--- src/rtl/alu_exec_unit_pkg.sv ---
// Shared definitions for the execute-stage ALU: control encodings, FSM states
// and a small decode helper. The ALU control decoder imports the same package.
package alu_exec_unit_pkg;

  // ALU control encodings (3-bit code from the ALU control decoder)
  localparam logic [2:0] ALU_ADD  = 3'b000;
  localparam logic [2:0] ALU_SUB  = 3'b001;
  localparam logic [2:0] ALU_NOT  = 3'b010;
  localparam logic [2:0] ALU_SLL  = 3'b011;
  localparam logic [2:0] ALU_SRL  = 3'b100;
  localparam logic [2:0] ALU_AND  = 3'b101;
  localparam logic [2:0] ALU_OR   = 3'b110;
  localparam logic [2:0] ALU_PASS = 3'b111;

  // Execute-unit FSM states
  typedef enum logic [1:0] {
    S_IDLE  = 2'd0,
    S_SHIFT = 2'd1,
    S_HOLD  = 2'd2
  } state_t;

  // True for the two iterative shift operations
  function automatic logic is_shift_op(input logic [2:0] code);
    return (code == ALU_SLL) || (code == ALU_SRL);
  endfunction

endpackage

--- src/rtl/alu_exec_unit_comb.sv ---
// Single-cycle ALU datapath: ADD/SUB/NOT/AND/OR/PASS with carry and signed
// overflow. SLL/SRL fall through to op_a, which is the correct result for a
// zero shift amount; non-zero shifts are handled iteratively by the top level.
module alu_comb
  import alu_exec_unit_pkg::*;
#(
  parameter int WIDTH = 16
) (
  input  logic [2:0]       ctrl,
  input  logic [WIDTH-1:0] op_a,
  input  logic [WIDTH-1:0] op_b,
  output logic [WIDTH-1:0] y,
  output logic             carry,
  output logic             overflow
);

  logic [WIDTH:0] add_sum;
  logic [WIDTH:0] sub_sum;
  logic           sign_a;
  logic           sign_b;

  // Subtraction is A + ~B + 1 so that carry-out means "no borrow"
  assign add_sum = {1'b0, op_a} + {1'b0, op_b};
  assign sub_sum = {1'b0, op_a} + {1'b0, ~op_b} + {{WIDTH{1'b0}}, 1'b1};
  assign sign_a  = op_a[WIDTH-1];
  assign sign_b  = op_b[WIDTH-1];

  // Select the operation result; carry/overflow are only meaningful for ADD/SUB
  always_comb begin
    y        = op_a;
    carry    = 1'b0;
    overflow = 1'b0;
    case (ctrl)
      ALU_ADD: begin
        y        = add_sum[WIDTH-1:0];
        carry    = add_sum[WIDTH];
        // Same-sign operands producing a different-sign sum
        overflow = (sign_a == sign_b) && (add_sum[WIDTH-1] != sign_a);
      end
      ALU_SUB: begin
        y        = sub_sum[WIDTH-1:0];
        carry    = sub_sum[WIDTH];
        // Opposite-sign operands where the difference flips away from A's sign
        overflow = (sign_a != sign_b) && (sub_sum[WIDTH-1] != sign_a);
      end
      ALU_NOT:  y = ~op_a;
      ALU_AND:  y = op_a & op_b;
      ALU_OR:   y = op_a | op_b;
      ALU_PASS: y = op_a;
      default:  y = op_a;
    endcase
  end

endmodule

--- src/rtl/alu_exec_unit.sv ---
// Execute-stage ALU with valid/ready handshakes. Single-cycle ops complete on
// the accept edge; SLL/SRL shift one bit per cycle in a work register and only
// publish the final value, so result/flags never show intermediate shifts.
module alu_exec_unit
  import alu_exec_unit_pkg::*;
#(
  parameter int WIDTH   = 16,
  parameter int SHAMT_W = 4
) (
  input  logic             clk,
  input  logic             rst_n,
  input  logic             in_valid,
  output logic             in_ready,
  input  logic [2:0]       ctrl,
  input  logic [WIDTH-1:0] op_a,
  input  logic [WIDTH-1:0] op_b,
  output logic             out_valid,
  input  logic             out_ready,
  output logic [WIDTH-1:0] result,
  output logic             zero,
  output logic             carry,
  output logic             overflow
);

  localparam logic [SHAMT_W-1:0] CNT_ONE = SHAMT_W'(1);

  state_t               state;
  state_t               state_next;
  logic [WIDTH-1:0]     work;
  logic [SHAMT_W-1:0]   cnt;
  logic                 shift_right;

  logic                 accept;
  logic [SHAMT_W-1:0]   shamt;
  logic                 iter_shift;
  logic                 single_step;
  logic [WIDTH-1:0]     first_shift;
  logic [WIDTH-1:0]     next_work;
  logic                 last_step;

  logic [WIDTH-1:0]     comb_y;
  logic                 comb_carry;
  logic                 comb_overflow;

  alu_comb #(
    .WIDTH (WIDTH)
  ) u_comb (
    .ctrl     (ctrl),
    .op_a     (op_a),
    .op_b     (op_b),
    .y        (comb_y),
    .carry    (comb_carry),
    .overflow (comb_overflow)
  );

  // Upper op_b bits are ignored for shifts; a zero amount takes the 1-cycle path
  assign shamt       = op_b[SHAMT_W-1:0];
  assign iter_shift  = is_shift_op(ctrl) && (shamt != '0);
  assign single_step = (shamt == CNT_ONE);
  assign first_shift = (ctrl == ALU_SRL) ? (op_a >> 1) : (op_a << 1);
  assign next_work   = shift_right ? (work >> 1) : (work << 1);
  assign last_step   = (cnt == CNT_ONE);

  assign accept    = in_valid && in_ready;
  assign out_valid = (state == S_HOLD);

  // Ready is held low in reset and only follows out_ready while holding a result
  always_comb begin
    in_ready = 1'b0;
    if (rst_n) begin
      case (state)
        S_IDLE:  in_ready = 1'b1;
        S_HOLD:  in_ready = out_ready;
        default: in_ready = 1'b0;
      endcase
    end
  end

  // Next-state logic: accept from IDLE/HOLD, count down in SHIFT, drain HOLD
  always_comb begin
    state_next = state;
    case (state)
      S_IDLE: begin
        if (accept) begin
          state_next = (iter_shift && !single_step) ? S_SHIFT : S_HOLD;
        end
      end
      S_SHIFT: begin
        if (last_step) begin
          state_next = S_HOLD;
        end
      end
      S_HOLD: begin
        if (accept) begin
          state_next = (iter_shift && !single_step) ? S_SHIFT : S_HOLD;
        end else if (out_ready) begin
          state_next = S_IDLE;
        end
      end
      default: state_next = S_IDLE;
    endcase
  end

  // State register
  always_ff @(posedge clk or negedge rst_n) begin
    if (!rst_n) begin
      state <= S_IDLE;
    end else begin
      state <= state_next;
    end
  end

  // Shift work register and remaining-step counter
  always_ff @(posedge clk or negedge rst_n) begin
    if (!rst_n) begin
      work        <= '0;
      cnt         <= '0;
      shift_right <= 1'b0;
    end else if (accept) begin
      if (iter_shift) begin
        work        <= first_shift;
        cnt         <= shamt - CNT_ONE;
        shift_right <= (ctrl == ALU_SRL);
      end
    end else if (state == S_SHIFT) begin
      work <= next_work;
      cnt  <= cnt - CNT_ONE;
    end
  end

  // Output registers: loaded on a 1-cycle accept or on the final shift step
  always_ff @(posedge clk or negedge rst_n) begin
    if (!rst_n) begin
      result   <= '0;
      zero     <= 1'b0;
      carry    <= 1'b0;
      overflow <= 1'b0;
    end else if (accept) begin
      if (iter_shift) begin
        if (single_step) begin
          result   <= first_shift;
          zero     <= (first_shift == '0);
          carry    <= 1'b0;
          overflow <= 1'b0;
        end
      end else begin
        result   <= comb_y;
        zero     <= (comb_y == '0);
        carry    <= comb_carry;
        overflow <= comb_overflow;
      end
    end else if ((state == S_SHIFT) && last_step) begin
      result   <= next_work;
      zero     <= (next_work == '0);
      carry    <= 1'b0;
      overflow <= 1'b0;
    end
  end

endmodule

--- config.mk ---
export PLATFORM = sky130hd
export DESIGN_NAME = alu_exec_unit
export DESIGN_NICKNAME = d
export VERILOG_FILES = /design/src/rtl/alu_exec_unit_pkg.sv /design/src/rtl/alu_exec_unit_comb.sv /design/src/rtl/alu_exec_unit.sv
export SDC_FILE = /design/constraint.sdc
export NUM_CORES = 1
export LEC_CHECK = 0
export CAP_MARGIN = 20
export CORE_UTILIZATION = 63
export CTS_CLUSTER_DIAMETER = 60
export DETAILED_ROUTE_END_ITERATION = 8
export PLACE_DENSITY = 0.88
export SETUP_SLACK_MARGIN = 0.05
export SYNTH_ARGS = -nofsm -noshare
export SYNTH_HDL_FRONTEND = slang
export SYNTH_SLANG_ARGS = --single-unit
--- constraint.sdc ---
create_clock -name clk -period 6.25 [get_ports clk]
set_input_delay 1.25 -clock clk [delete_from_list [all_inputs] [get_ports clk]]
set_output_delay 1.25 -clock clk [all_outputs]
set_load 0.1 [all_outputs]
==> flow_summary.json <==
{
  "status": "complete, no violations",
  "max_stage_delay_ns": 0.66,
  "cts_tree": "built",
  "finalPower_mw": 1.960,
  "crit_family": "compound AO/OA/AOI/OAI gates",
  "min_delay_path_depth": 2,
  "setup.worst_path.class": "primary input to register",
  "cts_hold_buf": 0,
  "place.port_buffers": 59,
  "clk_path_buf_depth": 2,
  "nets": 858,
  "vias": 5867,
  "ys_types": 76,
  "start_kind": "primary input",
  "drc": 0,
  "post_cts_buffers": 0,
  "fin_crit_ns": 4.659,
  "num_io_pins": 60,
  "die_w_um": 95.41,
  "synth_edf_count": 0,
  "post-place-ws_ns": 1.364,
  "syn_nets": 831,
  "rrSetupSlack_ns": 3.33,
  "vias_per_cell": 6.798,
  "netlist_area_um2": 5497,
  "dieArea_um2": 9102,
  "critical_path_required_ns": 6.46,
  "cp.arrival_ns": 4.86,
  "setup_tns_ns": 0,
  "die_y_um": 95.41,
  "area_growth_pct": 12.82,
  "grt_pass1_vias": 5444,
  "max_freq_mhz": 214.6,
  "rr_startpoint": "state[0]",
  "ys_top_cells_by_count": "83 x nand2_1, 60 x ha_1, 58 x nor2_1",
  "cts_buffers": 5,
  "crit_chain": "clkdlybuf4s50_1, inv_1, ha_1, and2b_1, nor4_1, a211oi_2, a2111oi_4, o41a_1, mux2i_1, o41ai_1, or3_1, o41ai_2",
  "hold_class": "register to register",
  "min-delay-start": "result[9]",
  "finalSetupViolCount": 0,
  "yosysWarningCount": 0,
  "wirelength_um": 16580,
  "grt.total_usage_pct": 37.37,
  "cp_max_fo": 12,
  "cp-end-kind": "register",
  "root_buffer": "clkbuf_8",
  "n_antenna_cell": 0,
  "crit_buf_inv": 2,
  "synth_top_flop_cell": "dfrtp_1",
  "htreeDepth": 2,
  "clk_pin_slew_ns": 0.08,
  "antenna_found_initial": 0,
  "synth_cells": 730,
  "whs_ns": 0.4779,
  "postSynthAreaPerCell_um2": 7.529,
  "initialDrtViolationCount": 524,
  "rsz0062_at_grt": "no",
  "hold_end": "result[9]",
  "layout-drive-gt1-share_pct": 4.749,
  "cellLeakagePower_nw": 2.826,
  "yosys.area.top_type": "dfrtp_1",
  "post-route-period-util_pct": 74.55,
  "synth_top_area_share_pct": 19.12,
  "nFillCells": 644,
  "cts_sinks": 42,
  "gp_congestion": 1.070,
  "postSynth.asyncResetShare_pct": 100.0,
  "ys_ff_latch": 42,
  "grt_first_pass_wirelength_um": 26650,
  "grt_max_degree": 45,
  "ir_worst_vdd_v": 0.0001931,
  "ant_nets": 0,
  "worst_slew_pin_slew_ns": 0.9919,
  "wl_per_cell_um": 19.21,
  "maxCapViolations": 0,
  "grt.overflow.total": 0,
  "hold_viol_final": 0,
  "synthTopCellsByArea": "dfrtp_1 19%, ha_1 14%, mux2i_1 6.6%, nand2_1 5.7%, o21ai_0 4.6%",
  "r2r_cells": 9,
  "postLayoutCoreUtil_pct": 74.35,
  "setup_slack_ns": 1.591,
  "yosysMostFrequentCell": "nand2_1",
  "dp_hpwl_um": 12460,
  "drt_pass1_iterations": 5,
  "slew_viol_final": 0,
  "rows": 33,
  "insertion_delay_ns": 0.30,
  "cts_resized": 0,
  "start_util_pct": 65.90,
  "seq_area_frac_synth_pct": 19.12,
  "core-area_um2": 8341,
  "slowest_stage": "clkdlybuf4s50_1",
  "clock_skew_ns": 0.007685,
  "slew_headroom_pct": 33.67,
  "power_density_nw_per_um2": 316.1,
  "rr_endpoint": "zero"
}
per-layer routing:
| layer | up-vias | wire length (µm) | global-route usage (%) |
|---|---|---|---|
| met2 | 365 | 7694 | 61.19 |
| met3 | 56 | 1575 | 4.864 |
| li1 | 2711 | - | - |
| met4 | 0 | 605 | 17.16 |
| met1 | 2735 | 6704 | 48.69 |
| met5 | - | 0 | 0 |
per-stage QoR:
stage          cells  cell area [µm²]
3_3_place_gp     855             6092
5_1_grt          863             6201
6_report         863             6201
4_1_cts          863             6201
3_5_place_dp     855             6092
2_1_floorplan    730             5497
report_power, final:
part	internal (mW)	switching [mW]
sequential	0.387	0.114
combinational	0.371	0.875
clock	0.118	0.0961
layout make-up:
| cell class | count | area [µm²] | share of cell area (%) |
|---|---|---|---|
| tap | 105 | 131.4 | 2.119 |
| sequential | 42 | 1051 | 16.95 |
| inverter | 54 | 202.7 | 3.269 |
| clock buffer | 5 | 68.82 | 1.110 |
| timing repair buffer | 68 | 653.1 | 10.53 |
| clock inverter | 3 | 40.04 | 0.6457 |
| multi-input combinational | 586 | 4054 | 65.38 |
state kept, by name (all words and copies together) (netlist names):
name / flops
cnt: 4
result: 16
shift_right: 1
state: 2
zero: 1
carry: 1
work: 16
overflow: 1
how the worst max path moves through the flow:
stage | endpoint | from | slack (ns) | depth (start not counted)
after floorplan | zero | op_b[6] | 2.58 | 11
after global placement | zero | op_a[6] | 1.51 | 12
after detailed placement | zero | op_a[6] | 1.36 | 12
after CTS | zero | op_a[6] | 1.66 | 12
after global routing | zero | op_a[6] | 1.36 | 12
final | zero | op_a[6] | 1.59 | 12
worst register-to-register path: stages (launching register included):
cell      delay (ns)
dfrtp_1         0.48
nand4b_1        0.21
buf_4           0.28
a21oi_1         0.52
a31o_2          0.35
o211a_1         0.18
nand4b_1        0.11
and4b_1         0.29
nand4_1         0.11
o41ai_2         0.30
kinds of logic after synthesis:
family	after synthesis	synth area share (%)
XOR/XNOR	7	1.115
buffers and inverters	102	7.307
AO/OA/AOI/OAI	236	29.62
adder cells (fa/ha/maj)	62	14.39
multiplexers	40	7.375
AND/OR/NAND/NOR	241	21.08
flip-flops	42	19.12
layout by cell type (no fill, tap or decap), types with 14 or more instances in the layout:
master	n
nand2_1	83
ha_1	60
nor2_1	58
clkdlybuf4s50_1	58
inv_1	54
o21ai_0	51
a21oi_1	48
dfrtp_1	42
mux2i_1	36
nand3_1	15
a211oi_1	14
(Power assumes the default switching activity.)
